<file path="src/rtl/pycpu_bus_pkg.sv">
`default_nettype none
// ============================================================================
//  Module      : pycpu_bus_pkg
//  Description : Shared constants for the memory bus arbiter: state encoding,
//                requester indices and parameter defaults.
//  Revision    : 1.0 - initial release
// ============================================================================
package pycpu_bus_pkg;

    localparam int unsigned WAIT_CYCLES_DEFAULT  = 1;
    localparam int unsigned STARVE_LIMIT_DEFAULT = 4;

    localparam int unsigned NUM_REQ   = 3;
    localparam int unsigned REQ_INT   = 0;
    localparam int unsigned REQ_DATA  = 1;
    localparam int unsigned REQ_FETCH = 2;

    localparam logic [1:0] c_ST_IDLE = 2'd0;
    localparam logic [1:0] c_ST_ADDR = 2'd1;
    localparam logic [1:0] c_ST_WAIT = 2'd2;
    localparam logic [1:0] c_ST_XFER = 2'd3;

endpackage
`default_nettype wire

</file>
<file path="src/rtl/bus_priority_picker.sv">
`default_nettype none
// ============================================================================
//  Module      : bus_priority_picker
//  Description : Combinational one-hot winner select; fixed priority
//                int > data > fetch unless fetch is flagged as starved.
//  Revision    : 1.0 - initial release
// ============================================================================
module bus_priority_picker
    import pycpu_bus_pkg::*;
(
    input  logic [NUM_REQ-1:0] i_req,
    input  logic               i_starve,
    output logic [NUM_REQ-1:0] o_gnt
);

    always_comb begin
        o_gnt = '0;
        if (i_starve && i_req[REQ_FETCH]) begin
            o_gnt[REQ_FETCH] = 1'b1;
        end else if (i_req[REQ_INT]) begin
            o_gnt[REQ_INT] = 1'b1;
        end else if (i_req[REQ_DATA]) begin
            o_gnt[REQ_DATA] = 1'b1;
        end else if (i_req[REQ_FETCH]) begin
            o_gnt[REQ_FETCH] = 1'b1;
        end
    end

endmodule
`default_nettype wire

</file>
<file path="src/rtl/mem_bus_arbiter.sv">
`default_nettype none
// ============================================================================
//  Module      : mem_bus_arbiter
//  Description : Three-requester memory bus arbiter with wait states, fetch
//                anti-starvation and locked back-to-back (hold) transfers.
//  Revision    : 1.0 - initial release
// ============================================================================
module mem_bus_arbiter
    import pycpu_bus_pkg::*;
#(
    parameter int unsigned WAIT_CYCLES  = WAIT_CYCLES_DEFAULT,
    parameter int unsigned STARVE_LIMIT = STARVE_LIMIT_DEFAULT
) (
    input  logic               clk,
    input  logic               rst,
    input  logic [NUM_REQ-1:0] i_req,
    input  logic [NUM_REQ-1:0] i_we,
    input  logic [NUM_REQ-1:0] i_hold,
    input  logic [15:0]        i_addr0,
    input  logic [15:0]        i_addr1,
    input  logic [15:0]        i_addr2,
    input  logic [15:0]        i_wdata0,
    input  logic [15:0]        i_wdata1,
    input  logic [15:0]        i_wdata2,
    input  logic [15:0]        i_rdata,
    input  logic               i_ext_lock,
    output logic [NUM_REQ-1:0] o_gnt,
    output logic [NUM_REQ-1:0] o_ack,
    output logic [15:0]        o_rdata,
    output logic [15:0]        o_addr,
    output logic [15:0]        o_wdata,
    output logic               o_rw,
    output logic               o_lock_io,
    output logic               o_busy
);

    localparam logic [2:0] c_WAIT_LOAD  = 3'(WAIT_CYCLES);
    localparam logic [3:0] c_STARVE_MAX = 4'(STARVE_LIMIT);

    logic [1:0]         r_state;
    logic [1:0]         w_state_next;
    logic [NUM_REQ-1:0] r_gnt;
    logic [15:0]        r_addr;
    logic [15:0]        r_wdata;
    logic [15:0]        r_rdata;
    logic               r_we;
    logic [2:0]         r_wait_cnt;
    logic [3:0]         r_starve_cnt;

    logic               w_starve;
    logic [NUM_REQ-1:0] w_pick;
    logic               w_arb;
    logic               w_relock;
    logic [NUM_REQ-1:0] w_sel;
    logic [15:0]        w_sel_addr;
    logic [15:0]        w_sel_wdata;
    logic               w_sel_we;
    logic               w_busy;

    assign w_starve = (r_starve_cnt == c_STARVE_MAX);
    assign w_arb    = (r_state == c_ST_IDLE) && (|i_req) && !i_ext_lock;
    // A held owner keeps the bus: relatch its inputs without arbitration.
    assign w_relock = (r_state == c_ST_XFER) && (|(r_gnt & i_hold & i_req));
    assign w_sel    = w_relock ? r_gnt : w_pick;

    bus_priority_picker u_picker (
        .i_req    (i_req),
        .i_starve (w_starve),
        .o_gnt    (w_pick)
    );

    always_comb begin
        w_sel_addr  = '0;
        w_sel_wdata = '0;
        w_sel_we    = 1'b0;
        if (w_sel[REQ_INT]) begin
            w_sel_addr  = i_addr0;
            w_sel_wdata = i_wdata0;
            w_sel_we    = i_we[REQ_INT];
        end else if (w_sel[REQ_DATA]) begin
            w_sel_addr  = i_addr1;
            w_sel_wdata = i_wdata1;
            w_sel_we    = i_we[REQ_DATA];
        end else if (w_sel[REQ_FETCH]) begin
            w_sel_addr  = i_addr2;
            w_sel_wdata = i_wdata2;
            w_sel_we    = i_we[REQ_FETCH];
        end
    end

    always_ff @(posedge clk) begin
        if (rst) begin
            r_state <= c_ST_IDLE;
        end else begin
            r_state <= w_state_next;
        end
    end

    always_comb begin
        w_state_next = r_state;
        case (r_state)
            c_ST_IDLE: if (w_arb) w_state_next = c_ST_ADDR;
            c_ST_ADDR: w_state_next = (c_WAIT_LOAD == 3'd0) ? c_ST_XFER : c_ST_WAIT;
            c_ST_WAIT: if (r_wait_cnt <= 3'd1) w_state_next = c_ST_XFER;
            c_ST_XFER: w_state_next = w_relock ? c_ST_ADDR : c_ST_IDLE;
            default:   w_state_next = c_ST_IDLE;
        endcase
    end

    always_ff @(posedge clk) begin
        if (rst) begin
            r_gnt        <= '0;
            r_addr       <= '0;
            r_wdata      <= '0;
            r_rdata      <= '0;
            r_we         <= 1'b0;
            r_wait_cnt   <= '0;
            r_starve_cnt <= '0;
        end else begin
            case (r_state)
                c_ST_IDLE: begin
                    if (w_arb) begin
                        r_gnt   <= w_pick;
                        r_addr  <= w_sel_addr;
                        r_wdata <= w_sel_wdata;
                        r_we    <= w_sel_we;
                    end
                    // Only grants made while fetch is waiting count toward starvation.
                    if (!i_req[REQ_FETCH]) begin
                        r_starve_cnt <= '0;
                    end else if (w_arb) begin
                        if (w_pick[REQ_FETCH]) begin
                            r_starve_cnt <= '0;
                        end else if (!w_starve) begin
                            r_starve_cnt <= r_starve_cnt + 4'd1;
                        end
                    end
                end
                c_ST_ADDR: r_wait_cnt <= c_WAIT_LOAD;
                c_ST_WAIT: r_wait_cnt <= r_wait_cnt - 3'd1;
                c_ST_XFER: begin
                    if (!r_we) begin
                        r_rdata <= i_rdata;
                    end
                    if (w_relock) begin
                        r_addr  <= w_sel_addr;
                        r_wdata <= w_sel_wdata;
                        r_we    <= w_sel_we;
                    end else begin
                        r_gnt <= '0;
                    end
                end
                default: r_gnt <= '0;
            endcase
        end
    end

    assign w_busy = (r_state != c_ST_IDLE);

    // Read data passes straight through in the ack cycle, then is held.
    always_comb begin
        o_gnt     = r_gnt;
        o_busy    = w_busy;
        o_lock_io = w_busy;
        o_ack     = (r_state == c_ST_XFER) ? r_gnt : '0;
        o_addr    = w_busy ? r_addr : '0;
        o_wdata   = w_busy ? r_wdata : '0;
        o_rw      = w_busy & r_we;
        o_rdata   = ((r_state == c_ST_XFER) && !r_we) ? i_rdata : r_rdata;
    end

endmodule
`default_nettype wire

</file>
<file path="config.mk">
export PLATFORM = sky130hd
export DESIGN_NAME = mem_bus_arbiter
export DESIGN_NICKNAME = d
export VERILOG_FILES = /design/src/rtl/pycpu_bus_pkg.sv /design/src/rtl/bus_priority_picker.sv /design/src/rtl/mem_bus_arbiter.sv
export SDC_FILE = /design/constraint.sdc
export NUM_CORES = 1
export LEC_CHECK = 0
export ABC_AREA = 1
export BUFFER_PORTS_ARGS = -buffer_cell sky130_fd_sc_hd__buf_2
export CAP_MARGIN = 20
export CORE_ASPECT_RATIO = 1.75
export CORE_UTILIZATION = 52
export DETAILED_ROUTE_END_ITERATION = 16
export PLACE_DENSITY = 0.95
export SLEW_MARGIN = 20
export SYNTH_ARGS = -nofsm -noshare
export SYNTH_HDL_FRONTEND = slang
export SYNTH_SLANG_ARGS = --single-unit
</file>
<file path="constraint.sdc">
create_clock -name clk -period 4.5 [get_ports clk]
set_input_delay 0.675 -clock clk [delete_from_list [all_inputs] [get_ports clk]]
set_output_delay 0.675 -clock clk [all_outputs]
set_load 0.005 [all_outputs]
</file>
==> results.ini, run 1 <==
[run_status]
outcome = complete, no violations

[critical_path]
critical_path.cell_chain = ha_1 -> nand2_1 -> o21ai_0 -> inv_1 -> buf_2
timing.critical_path.slowest_cell_delay_ns = 0.59
crit_path_start_kind = flip-flop
cp.arrival_ns = 2.40
timing.rr.start = r_state[0]
crit-reg2reg-capture = r_addr[12]
crit_path_start = r_state[0]
worst_ep_required_time_ns = 3.83
register_to_register_path_depth = 9
cpMaxStageDelayCell = nand2_1
ff2ff_setup_slack_ns = 1.89
worstPathMaxFanout = 32
critical_path_class = reg -> out
critPathCaptureType = output pin

[clock_network]
clock-root-buffer = clkbuf_16
tritoncts = done
clkSinkCount = 61
postCtsSetupBuffers = 0
cts-root-to-sink-buffers = 2
clk_pin_slew_worst_paths_ns = 0.05
postCtsHoldBufs = 0
clk-insertion-delay-late_ns = 0.32
cts_inserted_buffers = 9
h-tree-depth = 3
postCtsResizedCells = 0

[detailed_routing]
routed-via-count = 4520
totalWireLength_um = 10700
routed_via_density = 4.83
antenna_left = 0
drt_drc_violations_left = 0
drt_iter0_markers = 260
avgRoutedWirePerCell_um = 11.5
first_pass_iters = 5

[timing]
worst_slack_ns = 1.42
finalCritPeriodShare_pct = 68.3
setup_viol_count_final = 0
final.setup.tns_ns = 0
timing.clock.skew_ns = 0.00817
timing.fmax_mhz = 325
maxSlewViolCount = 0
hold_viol = 0
slew_headroom_pct = 45.8
min_tclk_post_route_ns = 3.08
grt_setup_unrepaired = false
timing_worst_slew_pin_value_ns = 0.811
fin_hold_ws_ns = 0.462

[place]
post_dp_cell_area_mm2 = 0.00488
numPlacedInstances = 919
dpl.hpwl_um = 7660
globalplace.congestion = 0.875
buffer_ports.inserted = 180
dp_worst_setup_slack_ns = 1.74

[final_layout]
area_growth_syn_to_layout_pct = 28.5
design_area_mm2 = 0.00521
seqCellArea_mm2 = 0.00122
fillers = 662
instances_no_fill = 935
final_net_count = 974
utilization_pct = 68.8
drive_above_1_share_pct = 28.3
multiInputGateArea_mm2 = 0.00203
n_antenna_cell = 0

[floorplan]
num_rows = 42
die_area_mm2 = 0.00817
fp.coreArea_mm2 = 0.00757
die_width_um = 68.7
floorplan.initialDensity_pct = 53.6
floorplan.die.height_um = 119
io_pins = 181

[synth]
avgSynthCellArea_um2 = 5.93
yosysWarningCount = 0
sequential_fraction_of_the_synthesis_area_pct = 30.1
nets_in_the_synthesized_netlist = 816
synth.lib_cells_used.distinct = 24
netlist_area_mm2 = 0.00405
synth-seq-cells = 61
synthesis.instances = 684

[grt]
number_of_global_route_vias_before_repair = 4087
grt_pass1_wl_um = 17000
grt-ovfl-total = 0
grt_start_max_net_pins = 37
track_usage_pct = 27.1
grt_antenna_before_repair = 0

[power]
p_per_area_mw_per_mm2 = 524
max-vdd-ir-drop_mv = 0.433
leakagePower_nw = 3.02
p_total_mw = 2.73

[worst_hold_path]
hold_start = r_wdata[8]
min_path_type = reg -> reg
hold-path-endpoint = r_wdata[8]
hold_path_depth = 2

[flow_run]
drv.max_cap_violation_count = 0

-- metal layers --
layer	vias to the layer above	wire, um	track usage [%]	part of all wire (%)
li1	2343	-	-	-
met1	1963	4020	27.9	37
met2	177	5570	48.0	52
met3	37	718	6.27	6.7
met4	0	422	14.2	3.9
met5	-	0	0	0
-- cells by family (layout without fill, tap and decap cells) --
kind of cell               after synthesis  after routing  share of synthesized area, %
adders and majority gates                8              8                          2.47
AOI/OAI and AO/OA                      135            135                          19.6
buffers and inverters                  194            357                          20.0
DFF                                     61             61                          30.1
and+or+nand+nor                        283            283                          27.2
xor gates and xnor gates                 3              3                         0.648
-- worst max-delay path by stage --
| stage | slack (ns) | to | cells past startpoint |
|---|---|---|---|
| final | 1.42 | o_rdata[6] | 5 |
| after global routing | 1.08 | o_rdata[3] | 5 |
| after CTS | 1.41 | o_rdata[8] | 5 |
| after detailed placement | 1.74 | r_addr[12] | 11 |
| after global placement | 1.80 | r_addr[15] | 11 |
| after floorplan | 2.53 | o_rdata[4] | 7 |
-- state kept, by name (all words and copies together), names as in the netlist --
| name | cells |
|---|---|
| r_addr | 16 |
| r_rdata | 16 |
| r_wdata | 16 |
| r_starve_cnt | 4 |
| o_gnt | 3 |
| r_wait_cnt | 3 |
| r_state | 2 |
| r_we | 1 |
-- critical path, delay by kind of cell (launching register included) --
kind	cells	cell delay, ns
buffers and inverters	2	0.21
AO/OA/AOI/OAI	1	0.47
flip-flops	1	0.36
adder cells (fa/ha/maj)	1	0.43
AND/OR/NAND/NOR	1	0.59
-- cell usage after synthesis (all sizes together) --
library cell | n | area, um^2
nor3 | 1 | 5.00
a31oi | 1 | 6.26
xor2 | 3 | 26.3
clkbuf | 13 | 48.8
nand4 | 1 | 6.26
dfxtp | 61 | 1220
nand2 | 182 | 701
nor2 | 89 | 334
nand3 | 9 | 50.1
a21oi | 112 | 673
nand3b | 1 | 7.51
o21ai | 22 | 114
buf | 25 | 175
inv | 156 | 586
ha | 8 | 100
-- layout make-up --
class / count / share of cell area, %
inverter: 156 / 11.2
multi-input combinational: 429 / 38.9
sequential: 61 / 23.5
tap: 88 / 2.11
clock inverter: 4 / 1.35
clock buffer: 12 / 4.93
timing repair buffer: 185 / 18.0
-- cells in the final DEF, fill, tap and decap left out --
cell type	synthesis	layout
o21ai_2	1	1
nand2_4	1	1
xor2_1	3	3
clkinv_2	0	2
nand2_2	4	5
inv_2	2	2
clkbuf_8	0	2
inv_1	154	154
nand2_1	177	176
buf_2	11	180
a21oi_2	30	30
nand3b_1	1	1
clkbuf_1	13	1
dfxtp_1	61	61
nor2_1	89	89
nand3_2	1	1
nand3_1	8	8
nand4_1	1	1
nor3_1	1	1
ha_1	8	8
bufinv_16	0	2
clkbuf_16	0	9
buf_4	6	5
o21ai_0	21	21
a31oi_1	1	1
a21oi_1	82	82
-- where the power goes --
| part | internal [mW] | switching, mW |
|---|---|---|
| clock network | 0.512 | 0.231 |
| registers | 0.683 | 0.0747 |
| logic | 0.455 | 0.774 |
| total | 1.65 | 1.08 |
Note: power is estimated with default switching activity, not from simulation.
==> run 2, diff against run 1 <==
--- a/config.mk
+++ b/config.mk
@@ -9,9 +9,9 @@
 export BUFFER_PORTS_ARGS = -buffer_cell sky130_fd_sc_hd__buf_2
 export CAP_MARGIN = 20
 export CORE_ASPECT_RATIO = 1.75
-export CORE_UTILIZATION = 52
+export CORE_UTILIZATION = 48
 export DETAILED_ROUTE_END_ITERATION = 16
-export PLACE_DENSITY = 0.95
+export PLACE_DENSITY = 0.89
 export SLEW_MARGIN = 20
 export SYNTH_ARGS = -nofsm -noshare
 export SYNTH_HDL_FRONTEND = slang
==> constraint.sdc (replaced) <==
create_clock -name clk -period 3.2 [get_ports clk]
set_input_delay 0.48 -clock clk [delete_from_list [all_inputs] [get_ports clk]]
set_output_delay 0.48 -clock clk [all_outputs]
set_load 0.005 [all_outputs]
==> results.ini, run 2 (synthesized netlist as in run 1, its figures left out) <==
[timing]
maxSlewViolCount = 0  ; unchanged
setup_viol_count_final = 0  ; unchanged
slew_headroom_pct = 46.4  ; was 45.8%
timing.clock.skew_ns = 0.00327  ; was 0.00817 ns
hold_viol = 0  ; unchanged
worst_slack_ns = 0.344  ; was 1.42 ns
finalCritPeriodShare_pct = 89.2
timing.fmax_mhz = 350
timing_worst_slew_pin_value_ns = 0.803  ; was 0.811 ns
min_tclk_post_route_ns = 2.86
grt_setup_unrepaired = false  ; unchanged
final.setup.tns_ns = 0  ; unchanged

[floorplan]
die_width_um = 71.5  ; was 68.7 um
io_pins = 181  ; unchanged
floorplan.die.height_um = 124  ; was 119 um
num_rows = 44  ; was 42
floorplan.initialDensity_pct = 49.1  ; was 53.6%
die_area_mm2 = 0.00883  ; was 0.00817 mm^2
fp.coreArea_mm2 = 0.00826  ; was 0.00757 mm^2

[grt]
grt_start_max_net_pins = 35  ; was 37
grt_antenna_before_repair = 0  ; unchanged
number_of_global_route_vias_before_repair = 4071  ; was 4087
grt_pass1_wl_um = 17000  ; about the same
track_usage_pct = 24.4  ; was 27.1%
grt-ovfl-total = 0  ; unchanged

[power]
p_per_area_mw_per_mm2 = 713  ; was 524 mW/mm^2
leakagePower_nw = 3.01  ; was 3.02 nW
max-vdd-ir-drop_mv = 0.528  ; was 0.433 mV

[final_layout]
largestRegisters = r_addr (16), r_rdata (16), r_wdata (16)  ; unchanged
multiInputGateArea_mm2 = 0.00203  ; unchanged
seqCellArea_mm2 = 0.00122  ; unchanged
design_area_mm2 = 0.00520  ; was 0.00521 mm^2
most-common-layout-cells = buf_2, nand2_1, inv_1, nor2_1, a21oi_1  ; unchanged
n_antenna_cell = 0  ; unchanged
drive_above_1_share_pct = 28.6  ; was 28.3%
area_growth_syn_to_layout_pct = 28.4  ; was 28.5%
fillers = 764  ; was 662
final_net_count = 976  ; was 974
final_common_cell = buf_2  ; unchanged

[critical_path]
timing.critical_path.slowest_cell_delay_ns = 0.58  ; was 0.59 ns
cpMaxStageDelayCell = nand2_1  ; unchanged
critical_path_class = reg -> out  ; unchanged
crit_path_start_kind = flip-flop  ; unchanged
worstPathMaxFanout = 32  ; unchanged
critPathCaptureType = output pin  ; unchanged
cp.arrival_ns = 2.38  ; was 2.40 ns
critical_path.cell_chain = ha_1 -> nand2_1 -> o21ai_0 -> inv_1 -> buf_2  ; unchanged
worst_ep_required_time_ns = 2.72  ; was 3.83 ns

[place]
post_dp_cell_area_mm2 = 0.00493  ; was 0.00488 mm^2
buffer_ports.inserted = 180  ; unchanged
dpl.hpwl_um = 7690  ; was 7660 um
globalplace.congestion = 0.942  ; was 0.875
dp_worst_setup_slack_ns = 0.706  ; was 1.74 ns

[worst_hold_path]
min_path_type = in -> reg  ; was reg -> reg

[clock_network]
cts-root-to-sink-buffers = 2  ; unchanged
postCtsResizedCells = 0  ; unchanged
postCtsSetupBuffers = 0  ; unchanged
clkSinkCount = 61  ; unchanged
cts_inserted_buffers = 9  ; unchanged
postCtsHoldBufs = 0  ; unchanged
h-tree-depth = 3  ; unchanged
clk-insertion-delay-late_ns = 0.33  ; was 0.32 ns
tritoncts = done  ; unchanged
clock-root-buffer = clkbuf_16  ; unchanged
clk_pin_slew_worst_paths_ns = 0.06  ; was 0.05 ns

[run_status]
outcome = complete, no violations  ; unchanged

[flow_run]
drv.max_cap_violation_count = 0  ; unchanged

[detailed_routing]
routed_via_density = 4.83  ; about the same
totalWireLength_um = 10700  ; about the same
avgRoutedWirePerCell_um = 11.3  ; was 11.5 um
drt_drc_violations_left = 0  ; unchanged
antenna_left = 0  ; unchanged
drt_iter0_markers = 167  ; was 260
routed-via-count = 4545  ; was 4520
first_pass_iters = 5  ; unchanged

## run 2: cell type report
cell class	count	share of cell area (%)
multi-input combinational	429	38.9
sequential	61	23.5
timing repair buffer	187	18.8
inverter	156	11.3
clock buffer	9	4.33
tap	92	2.21
clock inverter	7	1.01
## run 2: critical path: cells and delay by family (launching register included)
family	cells	cell delay, ns
flops	1	0.37
fa+ha+maj	1	0.43
simple gates	1	0.58
buf+inv	2	0.19
compound gates	1	0.48
## run 2: metrics by stage
stage	total power [mW]	cells	utilization [%]	hold slack, ns
6_report	3.71	941	63.0	0.446
5_1_grt	4.01	941	63.0	0.477
4_1_cts	3.73	941	63.0	0.437
3_5_place_dp	2.83	925	59.7	0.455
3_3_place_gp	2.79	925	59.7	0.451
2_1_floorplan	2.36	684	-	0.444
## run 2: per-layer routing
metal / GRT usage [%] / up-vias / wire length [um]
met2: 45.7 / 143 / 5640
met3: 4.45 / 31 / 500
met1: 25.3 / 2029 / 4170
li1: - / 2342 / -
met5: 0 / - / 0
met4: 13.6 / 0 / 354
## run 2: power breakdown
group          internal [mW]  leakage (nW)  total, mW  switching (mW)
combinational          0.671          2.38       1.76            1.09
sequential             0.960         0.498       1.07           0.109
clock                  0.525         0.135      0.883           0.358
total                   2.16          3.01       3.71            1.56
## run 2: path summary, 6_finish.rpt
path                    from         end  slack [ns]  cells past startpoint
max               r_state[0]  o_rdata[1]        0.34                      5
min               i_rdata[8]  r_rdata[8]        0.45                      3
min reg2reg        r_addr[3]   r_addr[3]        0.46                      2
max reg2reg  r_starve_cnt[0]  r_wdata[0]        1.03                     12
==> run 3, diff against run 2 <==
--- a/config.mk
+++ b/config.mk
@@ -5,11 +5,9 @@
 export SDC_FILE = /design/constraint.sdc
 export NUM_CORES = 1
 export LEC_CHECK = 0
-export ABC_AREA = 1
 export BUFFER_PORTS_ARGS = -buffer_cell sky130_fd_sc_hd__buf_2
 export CAP_MARGIN = 20
-export CORE_ASPECT_RATIO = 1.75
-export CORE_UTILIZATION = 48
+export CORE_UTILIZATION = 46
 export DETAILED_ROUTE_END_ITERATION = 16
 export PLACE_DENSITY = 0.89
 export SLEW_MARGIN = 20
==> results.ini, run 3 <==
[run_status]
outcome = complete, no violations  ; unchanged

[grt]
grt_util_met1_pct = 28.3  ; was 25.3%
grtUsageMet3_pct = 5.39  ; was 4.45%
grt-ovfl-total = 0  ; unchanged
grt_antenna_before_repair = 0  ; unchanged
track_usage_pct = 24.0  ; was 24.4%
global_route.peak_usage_layer = met2  ; unchanged
number_of_global_route_vias_before_repair = 3444  ; was 4071
grt_pass1_wl_um = 15900  ; was 17000 um
grt_start_max_net_pins = 34  ; was 35
globalRouteMet2Util_pct = 42.6  ; was 45.7%

[timing]
worst_slack_ns = 0.580  ; was 0.344 ns
slew_headroom_pct = 52.0  ; was 46.4%
finalCritPeriodShare_pct = 81.9  ; was 89.2%
timing_worst_slew_pin_value_ns = 0.716  ; was 0.803 ns
final.setup.tns_ns = 0  ; unchanged
min_tclk_post_route_ns = 2.62  ; was 2.86 ns
setup_viol_count_final = 0  ; unchanged
timing.clock.skew_ns = 0.00865  ; was 0.00327 ns
hold_viol = 0  ; unchanged
maxSlewViolCount = 0  ; unchanged
timing.fmax_mhz = 382  ; was 350 MHz
grt_setup_unrepaired = false  ; unchanged

[floorplan]
io_pins = 181  ; unchanged
floorplan.die.height_um = 90.3  ; was 124 um
floorplan.initialDensity_pct = 48.5  ; was 49.1%
die_width_um = 90.3  ; was 71.5 um
die_area_mm2 = 0.00816  ; was 0.00883 mm^2
num_rows = 31  ; was 44
fp.coreArea_mm2 = 0.00741  ; was 0.00826 mm^2

[place]
buffer_ports.inserted = 180  ; unchanged
globalplace.congestion = 0.920  ; was 0.942
dpl.hpwl_um = 7440  ; was 7690 um
dp_worst_setup_slack_ns = 0.687  ; was 0.706 ns
numPlacedInstances = 639  ; was 925

[power]
seq_power_share_pct = 37.6  ; was 28.8%
p_per_area_mw_per_mm2 = 538  ; was 713 mW/mm^2
swShare_pct = 33.8  ; was 41.9%
p_int_mw = 1.66  ; was 2.16 mW
share_of_total_power_in_combinational_logic_pct = 35.7  ; was 47.4%
power_frac_clock_pct = 26.8  ; was 23.8%
max-vdd-ir-drop_mv = 0.234  ; was 0.528 mV
p_sw_uw = 848  ; was 1.56 mW
leakagePower_nw = 2.17  ; was 3.01 nW
p_total_mw = 2.51  ; was 3.71 mW

[final_layout]
final_net_count = 683  ; was 976
drive_above_1_share_pct = 46.8  ; was 28.6%
final_common_cell = buf_2  ; unchanged
most-common-layout-cells = buf_2, dfxtp_1, nor2b_1, nand2_1, nor2_1  ; was buf_2, nand2_1, inv_1, nor2_1, a21oi_1
utilization_pct = 63.0  ; about the same
fillers = 654  ; was 764
area_growth_syn_to_layout_pct = 30.0  ; was 28.4%
n_antenna_cell = 0  ; unchanged
instances_no_fill = 654  ; was 941
largestRegisters = r_addr (16), r_rdata (16), r_wdata (16)  ; unchanged

[critical_path]
critical_path_class = reg -> out  ; unchanged
worstPathMaxFanout = 16  ; was 32
critPathCaptureType = output pin  ; unchanged
cpLargestDelayFamily = flip-flops  ; was simple AND/OR/NAND/NOR gates
critical_path.cell_chain = ha_1 -> nor2b_1 -> buf_4 -> mux2_2 -> buf_2  ; was ha_1 -> nand2_1 -> o21ai_0 -> inv_1 -> buf_2
cp.arrival_ns = 2.14  ; was 2.38 ns
worst-path-buf-inv = 2  ; unchanged
timing.critical_path.slowest_cell_delay_ns = 0.41  ; was 0.58 ns
worst_ep_required_time_ns = 2.72  ; about the same
crit_path_start_kind = flip-flop  ; unchanged
cpMaxStageDelayCell = dfxtp_1  ; was nand2_1

[synth]
nets_in_the_synthesized_netlist = 516  ; was 816
dominantRegCellSynth = dfxtp_1  ; unchanged
post-synth-top-area-cell = dfxtp_1  ; unchanged
async_reset_ff_share_pct = 0  ; unchanged
synth_top_cells_by_area = dfxtp_1, a221oi_2, nor2b_1  ; was dfxtp_1, nand2_1, inv_1
sequential_fraction_of_the_synthesis_area_pct = 34.0  ; was 30.1%
netlist_area_mm2 = 0.00359  ; was 0.00405 mm^2
yosysWarningCount = 0  ; unchanged
yosysMostFrequentCell = dfxtp_1  ; was nand2_1
synth.top_cell.area_share_pct = 34.0  ; was 30.1%
synthesis.instances = 384  ; was 684
synth.lib_cells_used.distinct = 46  ; was 24
synth_edf_count = 0  ; unchanged
synth_top_cells_by_count = dfxtp_1, nor2b_1, nand2_1, nor2_1, o31ai_1  ; was nand2_1, inv_1, nor2_1, a21oi_1, dfxtp_1
avgSynthCellArea_um2 = 9.35  ; was 5.93 um^2
synth-seq-cells = 61  ; unchanged

[clock_network]
clk-insertion-delay-late_ns = 0.32  ; was 0.33 ns
cts_inserted_buffers = 9  ; unchanged
clk_pin_slew_worst_paths_ns = 0.06  ; about the same
postCtsResizedCells = 0  ; unchanged
postCtsSetupBuffers = 0  ; unchanged
postCtsHoldBufs = 0  ; unchanged
tritoncts = done  ; unchanged
clkSinkCount = 61  ; unchanged
clock-root-buffer = clkbuf_8  ; was clkbuf_16
h-tree-depth = 3  ; unchanged
cts-root-to-sink-buffers = 2  ; unchanged

[flow_run]
drv.max_cap_violation_count = 0  ; unchanged

[detailed_routing]
routed_via_density = 5.39  ; was 4.83
routed-via-count = 3528  ; was 4545
antenna_left = 0  ; unchanged
drt_drc_violations_left = 0  ; unchanged
avgRoutedWirePerCell_um = 15.2  ; was 11.3 um
totalWireLength_um = 9920  ; was 10700 um
drt_iter0_markers = 107  ; was 167
first_pass_iters = 5  ; unchanged

[worst_hold_path]
min_path_type = reg -> reg  ; was in -> reg

[run 3: cell count changes after synthesis, moves of 4 or more]
cell / change
a21oi_1: -74
a21oi_2: -30
a221oi_2: +30
clkbuf_1: -4
inv_1: -145
mux2_2: +16
nand2_1: -134
nand2_2: -4
nor2_1: -50
nor2b_1: +54
o21ai_0: -15
o31ai_1: +33
[run 3: final cells by class]
class	instances	area (um^2)	area share, %
Tap cell	99	124	2.65
Inverter	9	33.8	0.724
Timing Repair Buffer	187	966	20.7
Multi-Input combinational cell	283	2130	45.6
Sequential cell	61	1220	26.2
Clock buffer	14	163	3.48
Clock inverter	1	30.0	0.643
[run 3: metal layers]
metal | vias to the layer above | share of wire, % | wire length (um)
met5 | - | 0 | 0
met4 | 0 | 1.2 | 116
met3 | 14 | 6.3 | 621
met2 | 145 | 51 | 5060
met1 | 1653 | 42 | 4120
li1 | 1716 | - | -
[run 3: worst register-to-register path: stages (launching register included)]
cell	delay [ns]
dfxtp_1	0.33
inv_1	0.13
ha_1	0.19
buf_4	0.21
inv_1	0.13
o31ai_4	0.37
nand3b_2	0.59
o31ai_1	0.46
[run 3: power by group through the flow]
stage	sequential (mW)	combinational, mW	clock [mW]
2_1_floorplan	0.939	0.610	0
3_3_place_gp	0.949	0.858	0
3_5_place_dp	0.958	0.894	0
4_1_cts	0.943	0.899	0.683
5_1_grt	0.956	0.991	0.721
6_report	0.943	0.895	0.672
[run 3: path summary, 6_finish.rpt]
path                   start         end  slack [ns]  cells after the start
setup / recovery  r_state[1]  o_rdata[8]        0.58                      5
hold / removal    r_addr[12]  r_addr[12]        0.44                      2
setup reg to reg  r_state[0]  r_addr[15]        0.69                      7
hold reg to reg   r_addr[12]  r_addr[12]        0.44                      2
[run 3: logic make-up after synthesis]
logic type / Yosys count / share of synthesized area (%)
AO/OA/AOI/OAI: 93 / 26.5
adder cells (fa/ha/maj): 8 / 2.79
buffers and inverters: 40 / 6.87
flip-flops: 61 / 34.0
multiplexers: 18 / 6.06
AND/OR/NAND/NOR: 164 / 23.8
[run 3: stage by stage]
step           cell area (um^2)  hold slack, ns
4_1_cts                    4670           0.439
3_3_place_gp               4480           0.426
5_1_grt                    4670           0.449
6_report                   4670           0.444
3_5_place_dp               4480           0.434
2_1_floorplan              3590           0.417
